$ cat src/rtl/sender_rr_arbiter.sv
// Purpose : round-robin, burst-locked arbiter sharing one aggregator input among NUM_SENDERS FIFOs.
// Latency : one cycle from request to grant; burst words pass through combinationally (zero added latency).
// Backpres: out_deq stalls the granted sender only; a granted-but-empty sender holds the grant until it refills.
//
// Ports:
//   clk, wrst_n         - clock, synchronous active-low reset
//   req_data            - packed sender FIFO outputs, sender i at [(i+1)*DATA_WIDTH-1 : i*DATA_WIDTH]
//   req_empty_n/req_deq - per-sender non-empty flags / dequeue strobes
//   out_data/out_empty_n/out_deq - aggregator-facing FIFO-style interface
//   grant_valid/grant_id - burst in progress and the sender that owns it
//   burst_done          - one-cycle pulse after the last word of a burst is taken
module sender_rr_arbiter #(
  parameter int DATA_WIDTH  = 16,
  parameter int NUM_SENDERS = 4,
  parameter int FETCH_WIDTH = 4,
  parameter int ID_WIDTH    = 2
) (
  input  logic                              clk,
  input  logic                              wrst_n,
  input  logic [NUM_SENDERS*DATA_WIDTH-1:0] req_data,
  input  logic [NUM_SENDERS-1:0]            req_empty_n,
  output logic [NUM_SENDERS-1:0]            req_deq,
  output logic [DATA_WIDTH-1:0]             out_data,
  output logic                              out_empty_n,
  input  logic                              out_deq,
  output logic                              grant_valid,
  output logic [ID_WIDTH-1:0]               grant_id,
  output logic                              burst_done
);

  localparam int CNT_W = (FETCH_WIDTH > 1) ? $clog2(FETCH_WIDTH) : 1;
  localparam logic [CNT_W-1:0]    LAST_BEAT = CNT_W'(FETCH_WIDTH - 1);
  localparam logic [ID_WIDTH-1:0] LAST_ID   = ID_WIDTH'(NUM_SENDERS - 1);

  typedef enum logic {IDLE, BURST} state_t;

  state_t              state, state_nxt;
  logic [ID_WIDTH-1:0] rr_ptr, rr_ptr_nxt;
  logic [CNT_W-1:0]    beat_cnt, beat_cnt_nxt;
  logic [ID_WIDTH-1:0] grant_id_nxt;
  logic                grant_valid_nxt;
  logic                burst_done_nxt;

  logic                found;
  logic [ID_WIDTH-1:0] win_id;
  logic [DATA_WIDTH-1:0] sel_data;
  logic                sel_empty_n;
  logic                bursting;
  logic                beat;

  // Wrap-around priority search: the first pass only accepts indices at or
  // above rr_ptr; if it finds nothing, the second pass takes the lowest set
  // index, which is exactly the wrapped continuation of the search.
  always_comb begin
    logic                hi_found;
    logic [ID_WIDTH-1:0] hi_id;
    logic                lo_found;
    logic [ID_WIDTH-1:0] lo_id;
    hi_found = 1'b0;
    hi_id    = '0;
    lo_found = 1'b0;
    lo_id    = '0;
    for (int i = 0; i < NUM_SENDERS; i++) begin
      if (req_empty_n[i] && !hi_found && (ID_WIDTH'(i) >= rr_ptr)) begin
        hi_found = 1'b1;
        hi_id    = ID_WIDTH'(i);
      end
      if (req_empty_n[i] && !lo_found) begin
        lo_found = 1'b1;
        lo_id    = ID_WIDTH'(i);
      end
    end
    found  = hi_found | lo_found;
    win_id = hi_found ? hi_id : lo_id;
  end

  // Granted-sender mux.
  always_comb begin
    sel_data    = '0;
    sel_empty_n = 1'b0;
    for (int i = 0; i < NUM_SENDERS; i++) begin
      if (grant_id == ID_WIDTH'(i)) begin
        sel_data    = req_data[i*DATA_WIDTH +: DATA_WIDTH];
        sel_empty_n = req_empty_n[i];
      end
    end
  end

  // Reset gates the datapath immediately, even while the state register
  // still holds BURST from before the reset edge.
  assign bursting    = wrst_n && (state == BURST);
  assign out_empty_n = bursting & sel_empty_n;
  assign out_data    = bursting ? sel_data : '0;
  assign beat        = out_deq & out_empty_n;

  always_comb begin
    req_deq = '0;
    for (int i = 0; i < NUM_SENDERS; i++) begin
      req_deq[i] = beat && (grant_id == ID_WIDTH'(i));
    end
  end

  always_comb begin
    state_nxt       = state;
    rr_ptr_nxt      = rr_ptr;
    beat_cnt_nxt    = beat_cnt;
    grant_id_nxt    = grant_id;
    grant_valid_nxt = grant_valid;
    burst_done_nxt  = 1'b0;
    case (state)
      IDLE: begin
        if (found) begin
          state_nxt       = BURST;
          grant_id_nxt    = win_id;
          grant_valid_nxt = 1'b1;
          beat_cnt_nxt    = '0;
        end
      end
      BURST: begin
        if (beat) begin
          if (beat_cnt == LAST_BEAT) begin
            state_nxt       = IDLE;
            grant_valid_nxt = 1'b0;
            beat_cnt_nxt    = '0;
            burst_done_nxt  = 1'b1;
            rr_ptr_nxt      = (grant_id == LAST_ID) ? '0 : grant_id + 1'b1;
          end else begin
            beat_cnt_nxt = beat_cnt + 1'b1;
          end
        end
      end
      default: state_nxt = IDLE;
    endcase
  end

  always_ff @(posedge clk) begin
    if (!wrst_n) begin
      state       <= IDLE;
      rr_ptr      <= '0;
      beat_cnt    <= '0;
      grant_id    <= '0;
      grant_valid <= 1'b0;
      burst_done  <= 1'b0;
    end else begin
      state       <= state_nxt;
      rr_ptr      <= rr_ptr_nxt;
      beat_cnt    <= beat_cnt_nxt;
      grant_id    <= grant_id_nxt;
      grant_valid <= grant_valid_nxt;
      burst_done  <= burst_done_nxt;
    end
  end

endmodule
$ cat config.mk
export PLATFORM = sky130hd
export DESIGN_NAME = sender_rr_arbiter
export DESIGN_NICKNAME = d
export VERILOG_FILES = /design/src/rtl/sender_rr_arbiter.sv
export SDC_FILE = /design/constraint.sdc
export NUM_CORES = 1
export LEC_CHECK = 0
export ABC_CLOCK_PERIOD_IN_PS = 3200
export CORE_MARGIN = 4
export CORE_UTILIZATION = 30
export CTS_CLUSTER_DIAMETER = 120
export DETAILED_ROUTE_END_ITERATION = 8
export DONT_BUFFER_PORTS = 1
export GPL_ROUTABILITY_DRIVEN = 1
export PLACE_DENSITY = 0.43
export RECOVER_POWER = 50
export SLEW_MARGIN = 20
export SYNTH_ARGS = -nofsm -noshare
export SYNTH_HDL_FRONTEND = slang
export SYNTH_SLANG_ARGS = --single-unit
$ cat constraint.sdc
create_clock -name clk -period 3.2 [get_ports clk]
set_input_delay 0.64 -clock clk [delete_from_list [all_inputs] [get_ports clk]]
set_output_delay 0.64 -clock clk [all_outputs]
set_load 0.02 [all_outputs]
==> metrics.txt <==
DIE HEIGHT=between 60 and 70 um; r2r setup slk=1110 ps; CTS HTree Levels=1; Routed WL=roughly 3300 um; Max Slew Vio Count=0; via total after detailed routing=roughly 1100; Setup Buffers After CTS=0; fin crit share=92.4%; final hold violations=0; PwrDens=between 200 and 300 mW/mm2; mux share of post-synthesis cell area=3.69%; critical path class=flip-flop to output port; DP Cell Count=181; CP Capture Type=output port; DR DRC count=0; worst-margin pin slew=655 ps; Post-synth EDFFs=0; Post-Syn Nets=220; Pre-Repair DR Iteration Count=4; cell chain of the critical path=inv_1, ha_1, nor2b_2, a22oi_1, o21ai_1, a22o_1; setup ws final=between 200 and 250 ps; Routed Antenna Nets=0; vias in the first global route=1071; Worst-path clk slew=60 ps; CTS resizes=0; first-pass GRT wire length=4660 um; WL per Instance=18.1 um; CTS root buf=clkbuf_4; die area=0.00465 mm2; CTS tree=done; largest net degree at the start of global routing=29; Placer Congestion=0.655; Crit path largest cell delay=540 ps; Critical Path Source Type=flip-flop; IO Pins=96; RSZ-0062 raised after global routing=false; Rel. slew slack=56.3%; Switching Fraction=35.0%; Yosys reg bits=9; area fraction in compound gates after synthesis=39.5%; Clock power frac=28.0%; die span in x=68.2 um; P&R area growth vs syn=0.230%; worst vdd ir=129 uV; clock net sink count=9; post-route insts no fill=185; simple-gate share of the synthesized area=between 20% and 30%; Max Freq=between 300 and 400 MHz; post-synthesis adder-cell area fraction=5.76%; delay-heaviest family, CP=compound AO/OA/AOI/OAI gates; setup_tns=0 ps; R2R depth=6; dpl ws=roughly 460 ps; Detailed Place HPWL=2770 um; Crit-path slowest cell=nor2b_2; antenna violations before repair=0; post-synthesis xor/xnor area fraction=0%; main combinational cell family by area after synthesis=compound AO/OA/AOI/OAI gates; port bufs=0; maximum fanout along the worst path=15; Cell variety after synth=38; Post-CTS Hold Fix Bufs=0; Reg power frac=roughly two fifths; post-DR vias/cell=between 5 and 6; Mapped Area=0.00109 mm2; 1st-iter DRT viols=34; Seq/Total Area, Yosys=16.6%; Mapped Cells=144; min-delay src=beat_cnt[0]; Inserted Clock Buffers=3; Primary FF master, synth=dfxtp_1; P_int=a little over 0.2 mW; outcome=finished clean; leakage=0.462 nW; fraction of layout cells with a size suffix above 1=6.47%; final-stage net count=216; required time of the critical path=2560 ps; reg2reg start=grant_id[0]; # rows=21; post-layout minimum cycle time=just under 3000 ps; Hold Path End=beat_cnt[0]; worst path arrival time=2320 ps; Sw Pwr=approximately 0.11 mW; maxcap violations=0; Comb pwr share=32.9%; Core ar.=0.00342 mm2; Post-Syn Area per Cell=7.54 um2; CTS max path bufs=2; r2r endpoint=state; total gr overflow=0; Yosys Warn Count=0; Worst Hold Class=flip-flop to flip-flop; GRT Util Overall=13.0%; Clk Latency, worst-skew pair=about 260 ps; Worst Skew=3.10 ps; Setup violations, final=0; n_diodes=0; Initial Utilization=31.8%; WHS Path Cells=1; ys async rst share=0%; Bufs and invs on worst path=1
==> layout make-up <==
| cell class | count | area (um2) |
|---|---|---|
| fill | 389 | 2330 |
| multi-input combinational | 118 | 787 |
| sequential | 9 | 180 |
| tap | 46 | 57.6 |
| clock buffer | 4 | 26.3 |
| inverter | 6 | 22.5 |
| timing repair buffer | 2 | 15.0 |
==> sequential cells by signal, indices dropped and copies added, names as in the netlist <==
signal,flops
grant_id,2
burst_done,1
state,1
grant_valid,1
rr_ptr,2
beat_cnt,2
==> power by group through the flow <==
stage                     clock network [mW]  logic [mW]  registers, mW
after detailed placement                   0       0.107          0.125
after CTS                             0.0915       0.107          0.122
after global routing                  0.0988       0.115          0.123
after global placement                     0       0.104          0.125
after floorplan                            0      0.0951          0.124
final                                 0.0875       0.103          0.122
==> synth_stat cells, types with 2 or more instances <==
cell type   n  area (um2)
mux2i_1     4        40.0
nor2_1      3        11.3
buf_2       5        25.0
nand2_1    23        86.3
clkbuf_1    4        15.0
a21oi_1     2        10.0
a21boi_1    2        15.0
nand3_1     3        15.0
dfxtp_1     9         180
o21ai_1    17        85.1
and3_1      4        25.0
a22o_1     16         140
a211o_1     2        17.5
a22oi_1    15         113
and2_1      3        18.8
inv_1       6        22.5
ha_1        5        62.6
==> stage by stage <==
stage | util, % | total power, mW | instance area (um2) | hold WS [ps]
2_1_floorplan | - | 0.219 | 1090 | 443
3_3_place_gp | 32.2 | 0.229 | 1100 | 460
3_5_place_dp | 32.2 | 0.232 | 1100 | 482
4_1_cts | 33.0 | 0.321 | 1130 | 491
5_1_grt | 31.9 | 0.337 | 1090 | 495
6_report | 31.9 | 0.313 | 1090 | 483
==> worst max path at each step <==
stage,startpoint,end,slack (ps),cells after the start
floorplan,grant_id[0],req_deq[0],770,7
global placement,grant_id[1],out_data[8],560,6
detailed placement,grant_id[1],out_data[12],460,6
CTS,grant_id[1],out_data[12],180,6
global route,grant_id[1],out_data[8],10,6
finish,grant_id[1],out_data[5],240,6
==> cell families (layout without fill, tap and decap cells) <==
group                      count (synthesis)  in the layout
AOI/OAI and AO/OA                         60             60
adders and majority gates                  5              5
buffers and inverters                     17             12
DFF                                        9              9
muxes                                      4              4
and+or+nand+nor                           49             49
==> routing by layer <==
metal	global-route usage, %	vias to the layer above	share of wire, %
met5	0	-	0
met2	26.2	65	49
li1	-	523	-
met3	2.13	5	10
met1	13.1	501	40
met4	4.22	0	0.87
==> placed cells by master (no fill, tap or decap) <==
| cell type | count |
|---|---|
| and2_1 | 2 |
| o211a_1 | 1 |
| a22oi_1 | 15 |
| inv_1 | 6 |
| o21ai_1 | 17 |
| o211ai_1 | 1 |
| nor3_4 | 1 |
| nand2_2 | 1 |
| nand3_1 | 3 |
| and2_0 | 1 |
| a21oi_1 | 2 |
| dfxtp_1 | 9 |
| nand4_1 | 1 |
| a21boi_1 | 2 |
| nand2b_1 | 1 |
| clkbuf_4 | 3 |
| and3b_1 | 1 |
| a21o_1 | 1 |
| ha_1 | 5 |
| a22o_1 | 16 |
| or2_0 | 1 |
| a211o_1 | 2 |
| nor4_1 | 1 |
| mux2i_1 | 4 |
| nand2_1 | 23 |
| nor2_1 | 3 |
| nor3b_1 | 1 |
| and3_1 | 5 |
| and2b_1 | 1 |
| clkbuf_1 | 1 |
| nor2b_1 | 1 |
| nor2b_2 | 1 |
| nor2_2 | 1 |
| o221ai_1 | 1 |
| o21bai_1 | 1 |
| a211oi_1 | 1 |
| buf_4 | 2 |
Power figures use the tool's default switching activity.
==> RTL change 1: new RTL, same flow settings <==
Change the parameter `FETCH_WIDTH` from 4 to 8.
--- a/src/rtl/sender_rr_arbiter.sv
+++ b/src/rtl/sender_rr_arbiter.sv
@@ -14,3 +14,3 @@
   parameter int NUM_SENDERS = 4,
-  parameter int FETCH_WIDTH = 4,
+  parameter int FETCH_WIDTH = 8,
   parameter int ID_WIDTH    = 2
Check against the original RTL: not equivalent (Yosys sat finds a counterexample within 10 cycles, from zero or initial values and one cycle with wrst_n low).
==> RTL change 1 against the unedited design <==
Largest power group is now combinational logic; cell area grew 6.8%; sequential share of layout area grew 0.67 points; clock power grew 43%; sequential power grew 16%; combinational power grew 50%; setup slack lost 37 ps; non-clock buffer count grew 2; routed wire length grew 3.7%; sequential cell count grew 1; hold slack lost 5.9 ps; total power grew 35%; synthesized area grew 1.0%.
==> RTL change 1: results (changes against the unedited design) <==
Worst setup path
  • Crit-path max FO: 10 (-5)
  • Critical R2R Capture: rr_ptr[0]$_SDFFE_PN0P_
  • CP max-delay cell: dfxtp_1

Clock tree
  • Worst-Skew Late Latency: 230 ps (-30 ps)
  • CTS Root Cell: clkbuf_8

Placed design
  • Area after DPL: 0.00113 mm^2 (+3.1%)
  • Routability cong.: 0.735 (+12%)
  • Worst slack, placed: 351 ps (-113 ps)

Min path
  • Hold path start: beat_cnt[2]$_SDFFE_PN0P_
  • Worst Hold Endpoint: beat_cnt[2]$_SDFFE_PN0P_
  • Worst hold stages: 2 (+1)

GRT
  • Overall routing resource usage: 0.134 (+0.00473)
  • First-pass GRT wire length: 4.66 mm (-0.15%)
  • Largest net degree at the start of global routing: 27 (-6.9%)

Routing
  • Vias/cell: 5.73 (-3.1%)
  • DR iter-0 viols: 24 (-29%)
  • Total iterations of the first detailed-routing run: 3 (-1)

Status
  • Status: finished, final reports clean

Synth
  • FFs w/ async S/R, synth: 0 (unchanged)
  • Netlist cell types: 32 (-16%)
  • Synth top cells by count: 28 x nand2_1, 18 x o21ai_1, 16 x a22o_1, 15 x a22oi_1, 10 x dfxtp_1
  • Synth Area in Adders: 0.0684 (+0.0108)
  • Seq/Total Area, Yosys: 0.182 (+0.0165)

Final layout
  • Share of post-route cells with drive strength above 1: 0.0759 (+0.0111)
  • Top flop regs: beat_cnt x3, grant_id x2, rr_ptr x2
  • Filler instances: 386 (-0.77%)

Pwr
  • P_leak: 0.439 nW (-5.1%)
  • Peak supply drop: 200 uV (+54%)

Timing
  • Tightest Pin Transition: 1050 ps (+398 ps)
  • Clock skew: 4.78 ps (+1.69 ps)
## RTL change 1: per-stage QoR
stage / std cells / hold slack [ps]
floorplan: 150 / 448
global placement: 188 / 467
CTS: 191 / 478
global route: 191 / 506
finish: 191 / 477
detailed placement: 188 / 467
## RTL change 1: per-layer routing
| metal | vias to the layer above | global-route usage | part of all wire |
|---|---|---|---|
| met5 | - | 0 | 0 |
| li1 | 544 | - | - |
| met1 | 486 | 0.132 | 0.37 |
| met2 | 60 | 0.265 | 0.51 |
| met4 | 0 | 0.0546 | 0.012 |
| met3 | 4 | 0.0279 | 0.11 |
## RTL change 1: worst max-delay path by stage
stage	depth (start not counted)	slack, ps	end	from
after detailed placement	6	350	req_deq[3]	grant_id[0]$_SDFFE_PN0P_
after CTS	6	100	req_deq[3]	grant_id[0]$_SDFFE_PN0P_
after global placement	6	420	req_deq[1]	grant_id[0]$_SDFFE_PN0P_
after global routing	6	20	req_deq[3]	grant_id[0]$_SDFFE_PN0P_
after floorplan	7	620	req_deq[0]	grant_id[0]$_SDFFE_PN0P_
final	6	210	req_deq[2]	grant_id[0]$_SDFFE_PN0P_
## RTL change 1: area by class of cell
type / count / area (um^2) / share of cell area
Clock buffer: 3 / 41.3 / 0.0355
Sequential cell: 10 / 200 / 0.172
Multi-Input combinational cell: 124 / 818 / 0.704
Timing Repair Buffer: 4 / 30.0 / 0.0258
Inverter: 4 / 15.0 / 0.0129
Tap cell: 46 / 57.6 / 0.0495
## RTL change 1: critical path, delay by kind of cell (launching register included)
kind / cells / cell delay [ps]
and+or+nand+nor: 3 / 850
AOI/OAI and AO/OA: 1 / 300
buffers and inverters: 1 / 120
adders and majority gates: 1 / 330
DFF: 1 / 540
## RTL change 1: kinds of logic after synthesis
| group | after synthesis |
|---|---|
| AOI/OAI and AO/OA | 62 |
| and+or+nand+nor | 50 |
| buffers and inverters | 16 |
| DFF | 10 |
| muxes | 6 |
| adders and majority gates | 6 |
## RTL change 1: power by group
| part | leakage (nW) | internal (mW) | switching, mW |
|---|---|---|---|
| Combinational | 0.336 | 0.0581 | 0.0961 |
| Sequential | 0.0815 | 0.131 | 0.0110 |
| Clock | 0.0216 | 0.0818 | 0.0429 |
| Total | 0.439 | 0.271 | 0.150 |
## RTL change 1: what timing repair did
item / in CTS / in global routing
endpoints found under the hold margin: 0 / 0
resized for setup: 0 / 1
endpoints found under the setup margin: 0 / 4
==> RTL change 2: new RTL, same settings <==
Without the edit above. Make the reset (`wrst_n`) asynchronous in one clocked block. Comments in the files are not updated.
--- a/src/rtl/sender_rr_arbiter.sv
+++ b/src/rtl/sender_rr_arbiter.sv
@@ -135,3 +135,3 @@
 
-  always_ff @(posedge clk) begin
+  always_ff @(posedge clk or negedge wrst_n) begin
     if (!wrst_n) begin
Formal check against the unedited RTL: differs if wrst_n is asserted again (counterexample within 4 cycles, from zero or initial values and one cycle with wrst_n low); with wrst_n held inactive, the same outputs for 10 cycles.
==> RTL change 2 against the unedited design <==
Synthesized area down 0.58%; non-clock buffer count up 4; clock skew down 2.1 ps; routed wire length up 3.9%; die area down 0.50%; cell area up 5.2%; final cell count up 1.1%; utilization up 1.6 points; setup slack better by 120 ps; sequential cell count unchanged; register-to-register slack worse by 390 ps; critical path type unchanged; critical endpoint is now req_deq[0]; largest cell class unchanged.
Power is left out: it rests on default switching activity, and per cell area and clock period it moved more than threefold.
==> RTL change 2: results (changes against the unedited design) <==
GRT
  • Initial antenna violation count: 0 (unchanged)
  • Largest net degree at the start of global routing: 21 (-28%)
  • Overall routing resource usage: 0.143 (+0.0132)
  • First-pass GRT wire length: 5.07 mm (+8.7%)
  • Vias in the first global route: 1,095 (+2.2%)

Worst setup path
  • Crit-path max FO: 18 (+3)
  • Largest delay share family, worst path: flip-flops
  • CP max-delay cell: dfrtp_1
  • Critical path arrival: 2190 ps (-130 ps)
  • Max incr delay on CP: 500 ps (-40 ps)

Final layout
  • Filler instances: 384 (-1.3%)
  • Finished Core Util: 0.335 (+0.0165)
  • ANT cells: 0 (unchanged)
  • Top flop regs: beat_cnt x2, grant_id x2, rr_ptr x2
  • Count of non-filler cells in the finished layout: 187 (+1.1%)
  • Share of post-route cells with drive strength above 1: 0.0993 (+0.0345)
  • Nets: 218 (+0.93%)

Placed design
  • Routability cong.: 0.738 (+13%)
  • DP HPWL: 2.77 mm (+0.11%)
  • Post-placement cell count: 183 (+1.1%)
  • Worst slack, placed: 636 ps (+172 ps)
  • Area after DPL: 0.00113 mm^2 (+2.7%)

Status
  • Status: finished, final reports clean

Synth
  • Synth top cells by count: 22 x o21ai_0, 19 x nand2_1, 16 x a22o_1, 16 x a22oi_1
  • FFs w/ async S/R, synth: 1.00 (+1.00)
  • Seq/Total Area, Yosys: 0.209 (+0.0427)
  • Syn avg cell area: 7.55 um^2 (+0.12%)
  • Netlist cell types: 31 (-18%)
  • Synth area leaders: dfrtp_1 21%, a22o_1 13%, a22oi_1 11%

Min path
  • Hold crit path type: primary input to asynchronous set/reset pin

Routing
  • Drt total wl: 3.47 mm (+3.9%)
  • Vias/cell: 5.99 (+1.3%)
  • DR iter-0 viols: 38 (+12%)
  • Total iterations of the first detailed-routing run: 4 (unchanged)

Timing
  • Clock skew: 1.01 ps (-2.08 ps)
  • Tightest Pin Transition: 926 ps (+271 ps)

Clock tree
  • Clk slew on worst S/H paths: 60 ps (about the same)
  • CTS buffer count: 3 (unchanged)
  • Worst-Skew Late Latency: 260 ps (about the same)
[RTL change 2: kinds of logic after synthesis]
logic type                 count (synthesis)  synth area share
AOI/OAI and AO/OA                         66             0.430
and+or+nand+nor                           42             0.192
buffers and inverters                     16            0.0626
DFF                                        9             0.209
muxes                                      5            0.0487
adders and majority gates                  5            0.0579
[RTL change 2: worst register-to-register path: cells and delay by family, from the launching register on]
family	cells	cell delay, ps
flops	1	550
buf+inv	2	310
fa+ha+maj	1	270
mux	1	410
simple gates	1	530
compound gates	1	300
[RTL change 2: path summary, 6_finish.rpt]
path                                              start                       to  slack [ps]  cells after the start
worst min register to register  beat_cnt[0]$_DFFE_PN0P_  beat_cnt[0]$_DFFE_PN0P_         560                      1
worst max register to register  grant_id[0]$_DFFE_PN0P_    rr_ptr[0]$_DFFE_PN0P_         720                      6
min in group clk                beat_cnt[0]$_DFFE_PN0P_  beat_cnt[0]$_DFFE_PN0P_         560                      1
max in group asynchronous                        wrst_n  beat_cnt[0]$_DFFE_PN0P_        3060                      0
worst min-delay path                             wrst_n  grant_id[0]$_DFFE_PN0P_          70                      0
worst max-delay path            grant_id[1]$_DFFE_PN0P_               req_deq[0]         370                      7
[RTL change 2: metal layers]
layer,global-route usage,vias to the layer above,routed length [um]
met5,0,-,0
met4,0.0248,0,0
met3,0.0443,0,288
met2,0.259,52,1740
met1,0.165,529,1440
li1,-,539,-
[RTL change 2: final cells by class]
class	instances	area share
clock buffers	4	0.0230
inverters	4	0.0131
multi-input cells	118	0.678
flip-flops and latches	9	0.197
well taps	46	0.0503
repair buffers	6	0.0393
